<file path="src/rtl/lc3_pipe_ctrl_if.sv">
// LC3 pipeline controller bundle: fetch/data handshakes, stage enables, memory FSM view.
// master = controller side, slave = datapath/memory side.
interface lc3_pipe_ctrl_if;
  logic       complete_instr;
  logic       complete_data;
  logic [3:0] imem_opcode;
  logic [3:0] exe_opcode;
  logic       nzp_ok;
  logic       enable_fetch;
  logic       enable_updatePC;
  logic       enable_decode;
  logic       enable_execute;
  logic       enable_writeback;
  logic       br_taken;
  logic [1:0] mem_state;
  logic       mem_err;

  modport master (
    input  complete_instr,
    input  complete_data,
    input  imem_opcode,
    input  exe_opcode,
    input  nzp_ok,
    output enable_fetch,
    output enable_updatePC,
    output enable_decode,
    output enable_execute,
    output enable_writeback,
    output br_taken,
    output mem_state,
    output mem_err
  );

  modport slave (
    output complete_instr,
    output complete_data,
    output imem_opcode,
    output exe_opcode,
    output nzp_ok,
    input  enable_fetch,
    input  enable_updatePC,
    input  enable_decode,
    input  enable_execute,
    input  enable_writeback,
    input  br_taken,
    input  mem_state,
    input  mem_err
  );
endinterface

</file>
<file path="src/rtl/lc3_pipe_ctrl.sv">
// LC3 five-stage sequencing controller: warm-up, branch drain, data-memory stalls.
// Define LC3_MEM_TIMEOUT_EN to add the memory watchdog and sticky mem_err.
module lc3_pipe_ctrl #(
  parameter int STALL_CYC = 3
`ifdef LC3_MEM_TIMEOUT_EN
  ,
  parameter int MEM_TIMEOUT = 16
`endif
) (
  input  logic            clock,
  input  logic            reset,
  lc3_pipe_ctrl_if.master bus
);

  localparam int STALL_EFF =
    (STALL_CYC < 2) ? 2 :
    (STALL_CYC > 7) ? 7 : STALL_CYC;

  typedef enum logic [2:0] {
    WARMUP,
    RUN,
    BR_DRAIN,
    MEM_IND,
    MEM_RD,
    MEM_WR
  } state_t;

  state_t     state, state_n;
  logic [3:0] v, v_n;
  logic [2:0] cnt, cnt_n;
  logic       br_cond, br_cond_n;
  logic       mem_wr, mem_wr_n;
  logic       ret_drain, ret_drain_n;

  logic       en_f, en_pc, en_d;
  logic       en_e, en_w;
  logic       br_tk;
  logic [1:0] ms;

  logic       cf_op, mem_op;
  logic       ld_op, st_op;
  logic       ldi_op, sti_op;
  logic       cf_go, mem_go;

`ifdef LC3_MEM_TIMEOUT_EN
  localparam int TW = $clog2(MEM_TIMEOUT + 1);
  logic [TW-1:0] timer;
  logic          timeout;
  logic          err;
`endif

  assign cf_op  = bus.imem_opcode inside
                  {4'b0000, 4'b1100, 4'b0100};
  assign ld_op  = bus.exe_opcode inside
                  {4'b0010, 4'b0110};
  assign st_op  = bus.exe_opcode inside
                  {4'b0011, 4'b0111};
  assign ldi_op = bus.exe_opcode == 4'b1010;
  assign sti_op = bus.exe_opcode == 4'b1011;
  assign mem_op = ld_op | st_op |
                  ldi_op | sti_op;

  // Per-state enables, memory view and next-state selection.
  always_comb begin
    state_n     = state;
    v_n         = v;
    cnt_n       = cnt;
    br_cond_n   = br_cond;
    mem_wr_n    = mem_wr;
    ret_drain_n = ret_drain;
    en_f        = 1'b0;
    en_pc       = 1'b0;
    en_d        = 1'b0;
    en_e        = 1'b0;
    en_w        = 1'b0;
    br_tk       = 1'b0;
    ms          = 2'b11;
    cf_go       = 1'b0;
    mem_go      = 1'b0;
`ifdef LC3_MEM_TIMEOUT_EN
    timeout     = 1'b0;
`endif

    unique case (state)
      WARMUP: begin
        en_f  = v[3];
        en_pc = v[3];
        en_d  = v[2];
        en_e  = v[1];
        en_w  = v[0];
        v_n   = {1'b1, v[3:1]};
        if (v_n == 4'b1111)
          state_n = RUN;
      end
      RUN: begin
        en_f  = bus.complete_instr;
        en_pc = bus.complete_instr;
        en_d  = v[2] & bus.complete_instr;
        en_e  = v[1] & bus.complete_instr;
        en_w  = v[0] & bus.complete_instr;
        if (bus.complete_instr)
          v_n = {1'b1, v[3:1]};
      end
      BR_DRAIN: begin
        en_d = v[2];
        en_e = v[1];
        en_w = v[0];
        v_n  = {1'b0, v[3:1]};
        if (cnt <= 3'd1) begin
          en_pc   = 1'b1;
          br_tk   = br_cond ? bus.nzp_ok : 1'b1;
          state_n = RUN;
        end else begin
          cnt_n = cnt - 3'd1;
        end
      end
      MEM_IND: begin
        ms = 2'b01;
        if (bus.complete_data)
          state_n = mem_wr ? MEM_WR : MEM_RD;
      end
      MEM_RD: begin
        ms = 2'b00;
        if (bus.complete_data) begin
          en_w    = 1'b1;
          state_n = ret_drain ? BR_DRAIN : RUN;
        end
      end
      MEM_WR: begin
        ms = 2'b10;
        if (bus.complete_data)
          state_n = ret_drain ? BR_DRAIN : RUN;
      end
      default: state_n = WARMUP;
    endcase

    mem_go = en_e & mem_op;
    cf_go  = en_f & cf_op;

    if (mem_go) begin
      unique case (1'b1)
        ldi_op, sti_op: state_n = MEM_IND;
        ld_op:          state_n = MEM_RD;
        default:        state_n = MEM_WR;
      endcase
      mem_wr_n    = sti_op;
      ret_drain_n = (state == BR_DRAIN) &&
                    (cnt != 3'd1);
    end else if (cf_go) begin
      state_n   = BR_DRAIN;
      cnt_n     = 3'(STALL_EFF);
      br_cond_n = bus.imem_opcode == 4'b0000;
    end

`ifdef LC3_MEM_TIMEOUT_EN
    if ((state inside {MEM_IND, MEM_RD, MEM_WR}) &&
        !bus.complete_data &&
        timer == TW'(MEM_TIMEOUT - 1)) begin
      timeout     = 1'b1;
      en_w        = 1'b0;
      ret_drain_n = 1'b0;
      state_n     = RUN;
    end
`endif
  end

  // Sequencer state, valid shift register and drain counter.
  always_ff @(posedge clock or negedge reset) begin
    if (!reset) begin
      state     <= WARMUP;
      v         <= '0;
      cnt       <= '0;
      br_cond   <= 1'b0;
      mem_wr    <= 1'b0;
      ret_drain <= 1'b0;
    end else begin
      state     <= state_n;
      v         <= v_n;
      cnt       <= cnt_n;
      br_cond   <= br_cond_n;
      mem_wr    <= mem_wr_n;
      ret_drain <= ret_drain_n;
    end
  end

`ifdef LC3_MEM_TIMEOUT_EN
  // Per-state memory watchdog and sticky error flag.
  always_ff @(posedge clock or negedge reset) begin
    if (!reset) begin
      timer <= '0;
      err   <= 1'b0;
    end else begin
      if ((state inside {MEM_IND, MEM_RD, MEM_WR}) &&
          state_n == state)
        timer <= timer + TW'(1);
      else
        timer <= '0;
      if (timeout)
        err <= 1'b1;
    end
  end

  assign bus.mem_err = err;
`else
  assign bus.mem_err = 1'b0;
`endif

  assign bus.enable_fetch     = en_f;
  assign bus.enable_updatePC  = en_pc;
  assign bus.enable_decode    = en_d;
  assign bus.enable_execute   = en_e;
  assign bus.enable_writeback = en_w;
  assign bus.br_taken         = br_tk;
  assign bus.mem_state        = ms;

endmodule

</file>
<file path="src/flat_wrapper.sv">
// flat-port wrapper written by rule: the top's interface ports become plain ports
module lc3_pipe_ctrl_flat 
#(
  parameter int STALL_CYC = 3

)
  (clock, reset, bus_complete_instr, bus_complete_data, bus_imem_opcode, bus_exe_opcode, bus_nzp_ok, bus_enable_fetch, bus_enable_updatePC, bus_enable_decode, bus_enable_execute, bus_enable_writeback, bus_br_taken, bus_mem_state, bus_mem_err);
  lc3_pipe_ctrl_if bus_i ();
  input  logic clock;
  input  logic reset;
  input wire logic [$bits(bus_i.complete_instr)-1:0] bus_complete_instr;
  input wire logic [$bits(bus_i.complete_data)-1:0] bus_complete_data;
  input wire logic [$bits(bus_i.imem_opcode)-1:0] bus_imem_opcode;
  input wire logic [$bits(bus_i.exe_opcode)-1:0] bus_exe_opcode;
  input wire logic [$bits(bus_i.nzp_ok)-1:0] bus_nzp_ok;
  output wire logic [$bits(bus_i.enable_fetch)-1:0] bus_enable_fetch;
  output wire logic [$bits(bus_i.enable_updatePC)-1:0] bus_enable_updatePC;
  output wire logic [$bits(bus_i.enable_decode)-1:0] bus_enable_decode;
  output wire logic [$bits(bus_i.enable_execute)-1:0] bus_enable_execute;
  output wire logic [$bits(bus_i.enable_writeback)-1:0] bus_enable_writeback;
  output wire logic [$bits(bus_i.br_taken)-1:0] bus_br_taken;
  output wire logic [$bits(bus_i.mem_state)-1:0] bus_mem_state;
  output wire logic [$bits(bus_i.mem_err)-1:0] bus_mem_err;
  assign bus_i.complete_instr = bus_complete_instr;
  assign bus_i.complete_data = bus_complete_data;
  assign bus_i.imem_opcode = bus_imem_opcode;
  assign bus_i.exe_opcode = bus_exe_opcode;
  assign bus_i.nzp_ok = bus_nzp_ok;
  assign bus_enable_fetch = bus_i.enable_fetch;
  assign bus_enable_updatePC = bus_i.enable_updatePC;
  assign bus_enable_decode = bus_i.enable_decode;
  assign bus_enable_execute = bus_i.enable_execute;
  assign bus_enable_writeback = bus_i.enable_writeback;
  assign bus_br_taken = bus_i.br_taken;
  assign bus_mem_state = bus_i.mem_state;
  assign bus_mem_err = bus_i.mem_err;
  lc3_pipe_ctrl #(.STALL_CYC(STALL_CYC)) u_core (.clock(clock), .reset(reset), .bus(bus_i));
endmodule
</file>
<file path="config.mk">
export PLATFORM = sky130hd
export DESIGN_NAME = lc3_pipe_ctrl_flat
export DESIGN_NICKNAME = d
export VERILOG_FILES = /design/src/rtl/lc3_pipe_ctrl_if.sv /design/src/rtl/lc3_pipe_ctrl.sv /design/src/flat_wrapper.sv
export SDC_FILE = /design/constraint.sdc
export NUM_CORES = 1
export LEC_CHECK = 0
export CORE_AREA = 2 2 55 57
export CTS_CLUSTER_SIZE = 30
export DETAILED_ROUTE_END_ITERATION = 12
export DIE_AREA = 0 0 57 59
export PLACE_DENSITY = 0.63
export SLEW_MARGIN = 20
export SYNTH_ARGS = -nofsm -noshare
export SYNTH_HDL_FRONTEND = slang
export SYNTH_SLANG_ARGS = --single-unit
</file>
<file path="constraint.sdc">
create_clock -name clock -period 3.1 [get_ports clock]
set_clock_uncertainty 0.2 [all_clocks]
set_input_delay 0.31 -clock clock [delete_from_list [all_inputs] [get_ports clock]]
set_output_delay 0.31 -clock clock [all_outputs]
set_load 0.02 [all_outputs]
</file>
# ---- After elaboration in Yosys (flattened, before gate mapping)
# Cells that the tools add are included.
dict set report op_classes {
  n_mul 0
  shift 0
  reduce_logical 13
  magnitude_cmp 1
  n_eq_ne 21
  add_sub_neg 1
  bitwise_logic 9
  div_mod_pow 0
  muxes 27
}
# operator n
set ops {}
lappend ops {{3-bit two-way mux} 10}
lappend ops {{3-bit one-hot mux with 5 select lines} 1}
lappend ops {{4-bit by 3-bit == test with 1-bit output, second input constant} 3}
lappend ops {{4-bit == test, second input constant} 3}
lappend ops {{4-bit by 1-bit inequality test with 1-bit output, second input constant} 3}
lappend ops {{4-bit one-hot mux with 3 select lines} 1}
lappend ops {{3-bit == test, second input constant} 3}
lappend ops {{4-bit by 2-bit == test with 1-bit output, second input constant} 2}
lappend ops {{3-bit by 2-bit == test with 1-bit output, second input constant} 2}
lappend ops {{1-bit two-way mux} 6}
lappend ops {{3-bit by 1-bit inequality test with 1-bit output, second input constant} 2}
lappend ops {{1-bit one-hot mux with 2 select lines} 3}
lappend ops {{1-bit one-hot mux with 3 select lines} 2}
lappend ops {{2-bit one-hot mux with 3 select lines} 1}
lappend ops {{3-bit one-hot mux with 2 select lines} 1}
lappend ops {{3-bit nonzero test} 2}
lappend ops {{2-bit OR reduction} 3}
lappend ops {{1-bit bitwise AND} 5}
lappend ops {{5-bit AND reduction} 1}
lappend ops {{4-bit zero test} 1}
lappend ops {{4-bit two-way mux} 1}
lappend ops {{4-bit by 2-bit inequality test with 1-bit output, second input constant} 1}
lappend ops {{2-bit AND reduction} 2}
lappend ops {{2-bit nonzero test} 2}
lappend ops {{other kinds (9)} 11}
dict set report totals {
  latch_bits 0
  romBits 0
  mem_bits_rw 0
  output_inout_bits 9
  word_cells 78
  n_memories 0
  register_bits 13
}

# ---- Longest topological paths before layout
# Gate-level depths: netlist (run 1).
dict set report logic_depth {
  word_depth 8
  ltp_mapped 6
  mapped_depth_nobuf 5
}

# ---- Worst setup path after synthesis (run 1)
# Ideal clock, no wire load.
dict set report synth_timing {
  path_kind {register -> output}
  from {register u_core.state[0]}
  to {output bus_br_taken}
  t_arrival_ns 1.431
  path_buffers 2
  path_stages_with_launch 6
  setup_slack_ns 1.159
  path_cell_list {dfrtp_1 -> buf_6 -> clkbuf_1 -> nor3b_1 -> nand2_1 -> a21oi_1}
}
dict set report synth_via {
  elab_chain_len 2
}
# element line
set synth_lines {}
lappend synth_lines {{from (decl)} lc3_pipe_ctrl.sv:28} ;# state_t state, state_n;
lappend synth_lines {{from (signal assigned)} lc3_pipe_ctrl.sv:177} ;# state <= state_n;
lappend synth_lines {{3-bit by 2-bit == test with 1-bit output} lc3_pipe_ctrl.sv:84} ;# unique case (state)
lappend synth_lines {{1-bit two-way mux} lc3_pipe_ctrl.sv:84}
lappend synth_lines {{to (decl)} flat_wrapper.sv:21} ;# output wire logic [$bits(bus_i.br_taken)-1:0] bus_br_taken;
# No other way between the ends.

# ---- Worst setup path after layout (run 1)
dict set report layout_timing {
  from {input bus_complete_instr}
  to {output bus_enable_execute}
}
dict set report layout_via {
  elab_chain_len 2
}
# element line
set layout_lines {}
lappend layout_lines {{from (decl)} flat_wrapper.sv:11} ;# input wire logic [$bits(bus_i.complete_instr)-1:0] bus_complete_instr;
lappend layout_lines {{1-bit bitwise AND} lc3_pipe_ctrl.sv:99} ;# en_e = v[1] & bus.complete_instr;
lappend layout_lines {{1-bit one-hot mux with 2 select lines} lc3_pipe_ctrl.sv:84}
lappend layout_lines {{to (decl)} flat_wrapper.sv:19} ;# output wire logic [$bits(bus_i.enable_execute)-1:0] bus_enable_execute;
# No other way between the ends.

==> metrics.cfg, run 1 <==
[power_and_ir_drop]
ir_drop_uv=566.9
p_per_area_mw_per_mm2=900.4
p_leak_uw=0.0004796

[logic_synthesis]
synth_seq_cells=13
ys_seq_area_share_pct=34.95
syn-cell-area_um2=930.9
synth_enable_flop_cells=0
synthCells=104
synthArstFlopShare_pct=100.0
synth_warnings=0
synth.distinct_cells=42
synth_area_per_cell_um2=8.951
synth_ff_type=dfrtp_1
synth_fp_nets=119

[sta]
period_needed_ns=2.747
max_freq_mhz=364.1
period_share_pct=88.61
slew_viol_final=0
fin_tns_setup_ns=0
grt_setup_unrepaired=no
hold_viol_final=0
relSlewSlack_pct=56.93
setup_viol=0
tightest_slew_ns=0.6440

[worst_setup_path]
cp_data_arrival_time_ns=2.24
r2r_start=u_core.state[0]$_DFFE_PN0P_
cp.required_ns=2.59
crit_type=in -> out
cp_max_fo=6
cp-start-kind=input pin
end_kind=output pin
cp-startpoint=bus_complete_instr

[global_route]
grt_pass1_vias=813
grt_antenna_before_repair=0
grt_pass1_wl_mm=3.622
grt_start_max_net_pins=14
grt-ovfl-total=0
grt_usage_pct=14.19

[clocking]
tritoncts=built
cts.reportedPaths.clkPinSlew_ns=0.09
clockBufferDepth=2
cts-resized-gates=0
post_cts_buffers=0
clkLatencyLatePin_ns=0.29
cts_root_buffer=clkbuf_4
clkSinkCount=13
cts-buffers-inserted=3
hold_buffers=0
htree_num_levels=1

[place]
place_congestion=0.8581
placed_area_mm2=0.001147
hpwl_mm=1.647
portBuffers=20

[route]
avgViaCountPerCell=5.385
drc=0
routed_wl_mm=2.183
firstDrtPassIters=4
num_vias=840
detail-route-antenna-nets=0
drt-initial-drc-count=19
drt-wirelength-per-cell_um=13.99

[floorplanning]
boundaryPins=22
die-area_mm2=0.003363
num_rows=19
die_h_um=59
die_w_um=57
initial_utilization_pct=34.35
core_area_mm2=0.002710

[layout]
nNetsFinal=141
layout_common_cells=20 x clkdlybuf4s50_1, 13 x dfrtp_1, 12 x nand2_1
final_common_cell=clkdlybuf4s50_1
drive_above_1_share_pct=12.80
syn2layout_area_growth_pct=26.08
postLayoutCellArea_mm2=0.001174
antenna_cells=0

[status]
status=finished clean

[run]
cap_viol_max_count=0

[worst_hold_path]
min_path_type=in -> async

-- routing by layer --
metal / track usage (%) / share of wire (%) / up-vias
met3: 5.459 / 5.9 / 4
li1: - / - / 412
met1: 18.58 / 47 / 401
met4: 4.651 / 0.92 / 0
met5: 0 / 0 / -
met2: 21.67 / 46 / 23
-- state kept, by name (all words and copies together), names as in the netlist --
| signal | cells |
|---|---|
| u_core.v | 4 |
| u_core.cnt | 3 |
| u_core.state | 3 |
| u_core.br_cond | 1 |
| u_core.mem_wr | 1 |
| u_core.ret_drain | 1 |
-- Yosys cell counts, drive strengths merged (2+ instances only) --
| master | count | share of area (%) |
|---|---|---|
| a211oi | 3 | 4.3 |
| a21boi | 2 | 1.6 |
| a21oi | 7 | 3.8 |
| and2 | 3 | 2.0 |
| buf | 3 | 2.8 |
| dfrtp | 13 | 35 |
| ha | 2 | 2.7 |
| inv | 8 | 3.2 |
| mux2 | 6 | 7.7 |
| nand2 | 12 | 4.8 |
| nand2b | 3 | 2.0 |
| nand3 | 2 | 1.1 |
| nor2 | 8 | 3.2 |
| nor2b | 2 | 1.3 |
| o21ai | 7 | 3.8 |
-- cells by family (layout without fill, tap and decap cells) --
family / count (synthesis) / in the layout / synth area share (%)
compound gates: 30 / 30 / 24.46
xor+xnor: 1 / 1 / 0.9410
fa+ha+maj: 2 / 2 / 2.688
buf+inv: 12 / 33 / 6.451
flops: 13 / 13 / 34.95
mux: 7 / 7 / 8.736
other cells: 1 / 1 / 0.4028
simple gates: 38 / 38 / 21.37
-- power by group --
part           leakage, uW  switching [uW]  internal [uW]
clock            0.0000150            61.9           50.0
combinational     0.000310             301            313
sequential        0.000154            93.0            238
-- stage by stage --
stage | utilization [%] | total power [uW] | setup WS, ns | instances | hold WS [ns]
6_report | 43.31 | 1057 | 0.3532 | 156 | 0.2119
5_1_grt | 43.31 | 1136 | 0.2071 | 156 | 0.2597
4_1_cts | 43.31 | 1065 | 0.3331 | 156 | 0.2273
3_5_place_dp | 42.34 | 948.7 | 0.3419 | 152 | 0.3272
3_3_place_gp | 42.34 | 937.6 | 0.4116 | 152 | 0.3087
2_1_floorplan | - | 753.8 | 1.159 | 104 | -0.1856
-- worst max-delay path, cell delays in order --
cell and delay, ns:
clkdlybuf4s50_1 0.54, nand2b_1 0.16, a21oi_1 0.44, and2_1 0.19
clkdlybuf4s50_1 0.59
-- worst paths after layout --
| kind | end | slack [ns] | depth (start not counted) |
|---|---|---|---|
| worst max register to register | u_core.state[1]$_DFFE_PN0P_ | 0.98 | 5 |
| min in group clock | u_core.v[0]$_DFFE_PN0P_ | 0.35 | 1 |
| worst min register to register | u_core.v[0]$_DFFE_PN0P_ | 0.35 | 1 |
| worst max-delay path | bus_enable_execute | 0.35 | 5 |
| worst min-delay path | u_core.v[1]$_DFFE_PN0P_ | 0.21 | 1 |
| max in group asynchronous | u_core.state[2]$_DFFE_PN0P_ | 2.07 | 1 |
-- cell type report --
class                   count  area [um^2]
fillers                   288         1536
flip-flops and latches     13        325.3
clock buffers               4        26.28
inverters                   8        30.03
repair buffers             21        207.7
multi-input cells          79        545.5
well taps                  31        38.79
(Power assumes the default switching activity.)
==> inputs of run 2 (changes only) <==
- ABC_AREA: default -> 1
- CORE_AREA: 2 2 55 57 -> 2 2 54 56
- DIE_AREA: 0 0 57 59 -> 0 0 56 58
==> metrics.cfg, run 2 <==
[clocking]
post_cts_buffers=0
clockBufferDepth=2
cts-resized-gates=0
clkSinkCount=13
tritoncts=built
cts.reportedPaths.clkPinSlew_ns=0.09
hold_buffers=0
cts-buffers-inserted=3
htree_num_levels=1
cts_root_buffer=clkbuf_4
clkLatencyLatePin_ns=0.27

[logic_synthesis]
synthTopCellsByArea=dfrtp_1 36%, nand2_1 12%, inv_1 6.3%
yosysTopAreaCellShare_pct=36.41
synth_enable_flop_cells=0
synth.distinct_cells=29
synthTopCellsByCount=29 x nand2_1, 15 x inv_1, 13 x dfrtp_1
ys_seq_area_share_pct=36.41
synthCells=121
synth_fp_nets=136
synth_warnings=0
synth_seq_cells=13
synthArstFlopShare_pct=100.0
syn-cell-area_um2=893.4
yosysTopAreaCell=dfrtp_1
synth_ff_type=dfrtp_1
synth_area_per_cell_um2=7.383
synth_most_common_cell=nand2_1

[worst_setup_path]
crit_type=reg -> out
cp.required_ns=2.59
r2r_setup_slack_ns=1.50
critPathTopFamily=buffers and inverters
cp_cell_sequence=nor2_4 > nand3_2 > nand2_1 > inv_1 > o32ai_1 > clkdlybuf4s50_1
crit_cells=6
critPathMaxStageDelay_ns=0.65
r2r_start=u_core.state[0]$_DFFE_PN0P_
end_kind=output pin
cp-start-kind=register
cp_max_fo=7
reg2reg_depth=9
cp_data_arrival_time_ns=2.12
reg2reg_to=u_core.state[1]$_DFFE_PN0P_
cp_slowest_cell=clkdlybuf4s50_1
cp_num_buf_inv=2

[global_route]
grt-ovfl-total=0
grt_antenna_before_repair=0
grt_pass1_vias=758
grt_pass1_wl_mm=3.270
grt_start_max_net_pins=14
grt_usage_pct=12.84

[route]
drc=0
routed_wl_mm=1.891
detail-route-antenna-nets=0
firstDrtPassIters=4
drt-initial-drc-count=6
avgViaCountPerCell=4.718
num_vias=821
drt-wirelength-per-cell_um=10.87

[place]
hpwl_mm=1.515
place_worst_setup_slack_ns=0.6263
placed_area_mm2=0.001120
place_congestion=0.8616
portBuffers=20

[layout]
syn2layout_area_growth_pct=28.29
n_fill_cell=283
layout_common_cells=29 x nand2_1, 20 x clkdlybuf4s50_1, 15 x inv_1
largest_reg_flops=4
reg_top3=u_core.v (4), u_core.cnt (3), u_core.state (3)
postLayoutCellArea_mm2=0.001146
nNetsFinal=159
largest-register=u_core.v
drive_above_1_share_pct=16.78
antenna_cells=0
final_common_cell=nand2_1

[sta]
period_share_pct=84.87
fin_tns_setup_ns=0
grt_setup_unrepaired=no
holdWs_ns=0.2111
period_needed_ns=2.631
max_freq_mhz=380.1
slew_viol_final=0
relSlewSlack_pct=59.36
setup_viol=0
hold_viol_final=0
tightest_slew_ns=0.6077
fin_ws_ns=0.4690

[floorplanning]
die-area_mm2=0.003248
initial_utilization_pct=33.55
boundaryPins=22
die_w_um=56
core_area_mm2=0.002663
num_rows=19
die_h_um=58

[power_and_ir_drop]
ir_drop_uv=505.4
p_leak_uw=0.0005571
p_per_area_mw_per_mm2=907.1

[run]
cap_viol_max_count=0

[status]
status=finished clean

[worst_hold_path]
min_path_type=in -> async

run 2: how the worst max path moves through the flow:
stage / end / from
floorplan: bus_enable_writeback / u_core.state[1]$_DFFE_PN0P_
detailed placement: bus_enable_writeback / bus_complete_instr
CTS: bus_enable_writeback / u_core.state[1]$_DFFE_PN0P_
global placement: bus_enable_writeback / bus_complete_instr
global route: bus_enable_writeback / u_core.state[1]$_DFFE_PN0P_
finish: bus_enable_writeback / u_core.state[1]$_DFFE_PN0P_
run 2: final cells by class:
cell class	count	area, um^2	area share [%]
Clock buffer	4	26.28	2.293
Timing Repair Buffer	20	200.2	17.47
Multi-Input combinational cell	85	476.7	41.59
Tap cell	31	38.79	3.384
Sequential cell	13	325.3	28.38
Inverter	21	78.83	6.878
run 2: cells by family after synthesis:
kind of cell | share of synthesized area [%]
AO/OA/AOI/OAI | 12.61
buffers and inverters | 10.22
other | 0.4198
AND/OR/NAND/NOR | 36.56
flip-flops | 36.41
adder cells (fa/ha/maj) | 2.801
XOR/XNOR | 0.9806
run 2: power breakdown:
group          leakage (uW)  internal [uW]  switching (uW)  total (uW)
sequential         0.000158            241            75.7         317
clock             0.0000150           49.8            55.4         105
combinational      0.000384            258             360         617
total              0.000557            549             491        1040
run 2: per-stage QoR:
stage,utilization [%],std cells,power [uW]
after floorplan,-,121,736.0
after CTS,43.05,174,1052
after global routing,43.05,174,1141
after detailed placement,42.06,170,941.2
final,43.05,174,1040
after global placement,42.06,170,934.8
run 2: worst register-to-register path, stage by stage, from the launching register on:
cell     delay (ns)
dfrtp_1        0.55
inv_2          0.11
nand3_1        0.13
nand2_4        0.10
nand2_8        0.10
nand2_2        0.05
inv_2          0.06
nand2_2        0.06
nand2_1        0.07
nand2_1        0.05
run 2: metal layers:
metal | vias up | track usage (%) | share of wire (%)
met3 | 2 | 3.795 | 4.2
met2 | 17 | 21.01 | 49
met5 | - | 0 | 0
li1 | 425 | - | -
met1 | 377 | 15.86 | 46
met4 | 0 | 5.442 | 1.0
==> inputs of run 3 (changes only) <==
- PLACE_DENSITY: 0.63 -> 0.65
- clock period: 3.1 -> 2.25 ns (I/O delays scaled with it)
==> metrics.cfg, run 3 (synthesized netlist as in run 2, its figures left out) <==
[layout]
final_common_cell=nand2_1
antenna_cells=0
largest-register=u_core.v
largest_reg_flops=4
nNetsFinal=166
drive_above_1_share_pct=21.33
n_fill_cell=274
layout_common_cells=29 x nand2_1, 15 x inv_1, 14 x clkdlybuf4s50_1
multiInputGateArea_um2=476.7
syn2layout_area_growth_pct=34.31
final-seq-area_um2=326.6
reg_top3=u_core.v (4), u_core.cnt (3), u_core.state (3)
utilization_pct=45.07

[route]
avgViaCountPerCell=4.834
drt-met1-wl_um=882
top_layer=met4
drc=0
wl_met2_um=962
firstDrtPassIters=4
wl_met3_um=120
num_vias=875
detail-route-antenna-nets=0
routed_wl_mm=1.973
drt-initial-drc-count=10
drt-wirelength-per-cell_um=10.90

[worst_setup_path]
r2r_start=u_core.state[1]$_DFFE_PN0P_
reg2reg_to=u_core.cnt[1]$_DFF_PN0_
cp.required_ns=1.82
cp_max_fo=5
r2r_setup_slack_ns=0.56
crit_type=reg -> out
cp-start-kind=register
cp_data_arrival_time_ns=1.73
reg2reg_depth=8
end_kind=output pin

[floorplanning]
core_area_mm2=0.002663
die_h_um=58
num_rows=19
initial_utilization_pct=33.55
die_w_um=56
die-area_mm2=0.003248
boundaryPins=22

[sta]
period_needed_ns=2.154
hold_viol_final=0
period_share_pct=95.75
slew_viol_final=0
grt_setup_unrepaired=no
setup_viol=0
relSlewSlack_pct=59.50
fin_tns_setup_ns=0
tightest_slew_ns=0.6056
max_freq_mhz=464.2

[clocking]
clockBufferDepth=2
cts.reportedPaths.clkPinSlew_ns=0.08
hold_buffers=0
htree_num_levels=1
post_cts_buffers=0
cts-buffers-inserted=3
clkLatencyLatePin_ns=0.28
tritoncts=built
clkSinkCount=13
cts_root_buffer=clkbuf_4

[place]
place_congestion=0.8499
portBuffers=20
hpwl_mm=1.614

[global_route]
grt_usage_pct=13.46
grt_antenna_before_repair=0
grt-ovfl-total=0
grt_pass1_wl_mm=3.394
grt_pass1_vias=820
grt_start_max_net_pins=14

[power_and_ir_drop]
switchingPower_uw=692.0
internal_power_uw=784.2
p_seq_share_pct=29.1
ir_drop_uv=796.7
p_sw_share_pct=46.88
p_leak_uw=0.0006218
comb_power_share_pct=60.8
clockPowerShare_pct=10.0
p_per_area_mw_per_mm2=1230

[run]
cap_viol_max_count=0

[status]
status=finished clean

[worst_hold_path]
min_path_type=in -> async

-- run 3: changes by cell type in the layout (fill, tap and decap cells not counted), sizes merged --
cell,delta
buf,+7
clkdlybuf4s50,-6
dlygate4sd2,+4
dlymetal6s2s,+2
-- run 3: final cells by class --
type	count	share of cell area, %
clock buffers	4	2.190
inverters	21	6.569
well taps	31	3.233
repair buffers	27	21.06
multi-input cells	85	39.73
flip-flops and latches	13	27.22
-- run 3: repair_timing --
| action | in CTS | in global routing |
|---|---|---|
| resized for setup | 5 | 2 |
| endpoints found under the setup margin | 6 | 2 |
| endpoints found under the hold margin | 0 | 0 |
-- run 3: worst max-delay path by stage --
| stage | cells after the start | slack (ns) | endpoint | startpoint |
|---|---|---|---|---|
| 3_3_place_gp | 6 | 0.10 | bus_enable_writeback | bus_complete_instr |
| 6_report | 5 | 0.1 | bus_mem_state[1] | u_core.state[0]$_DFFE_PN0P_ |
| 2_1_floorplan | 3 | 0.51 | bus_enable_writeback | u_core.state[1]$_DFFE_PN0P_ |
| 4_1_cts | 5 | 0.007 | bus_enable_fetch | u_core.state[1]$_DFFE_PN0P_ |
| 3_5_place_dp | 6 | 0.09 | bus_enable_writeback | bus_complete_instr |
| 5_1_grt | 5 | 0.04 | bus_mem_state[1] | u_core.state[0]$_DFFE_PN0P_ |
-- run 3: power by group through the flow --
stage | clock network (uW) | logic (uW) | registers [uW]
floorplan | 0 | 616 | 398
global placement | 0 | 932 | 429
detailed placement | 0 | 938 | 434
CTS | 156 | 916 | 431
global route | 167 | 998 | 446
finish | 148 | 898 | 430
-- run 3: metrics by stage --
stage | power (uW) | std cells | hold slack (ns) | cell area [um^2] | setup WS (ns)
floorplan | 1014 | 121 | -0.2706 | 893.4 | 0.5074
global placement | 1361 | 177 | 0.2813 | 1172 | 0.1043
detailed placement | 1372 | 177 | 0.2894 | 1172 | 0.08804
CTS | 1503 | 181 | 0.1393 | 1195 | 0.007492
global route | 1611 | 181 | 0.1774 | 1200 | 0.03791
finish | 1476 | 181 | 0.1220 | 1200 | 0.09573
-- run 3: worst max-delay path: stages (launching register included) --
cell and delay [ns]:
dfrtp_1 0.46, buf_4 0.18, nand3_1 0.09, nand2_1 0.08, nand2_1 0.06, clkdlybuf4s50_1 0.59
-- run 3: per-layer routing --
layer	track usage [%]	vias to the layer above
met5	0	-
met4	5.102	0
met3	3.571	2
met2	24.37	25
met1	15.18	403
li1	-	445
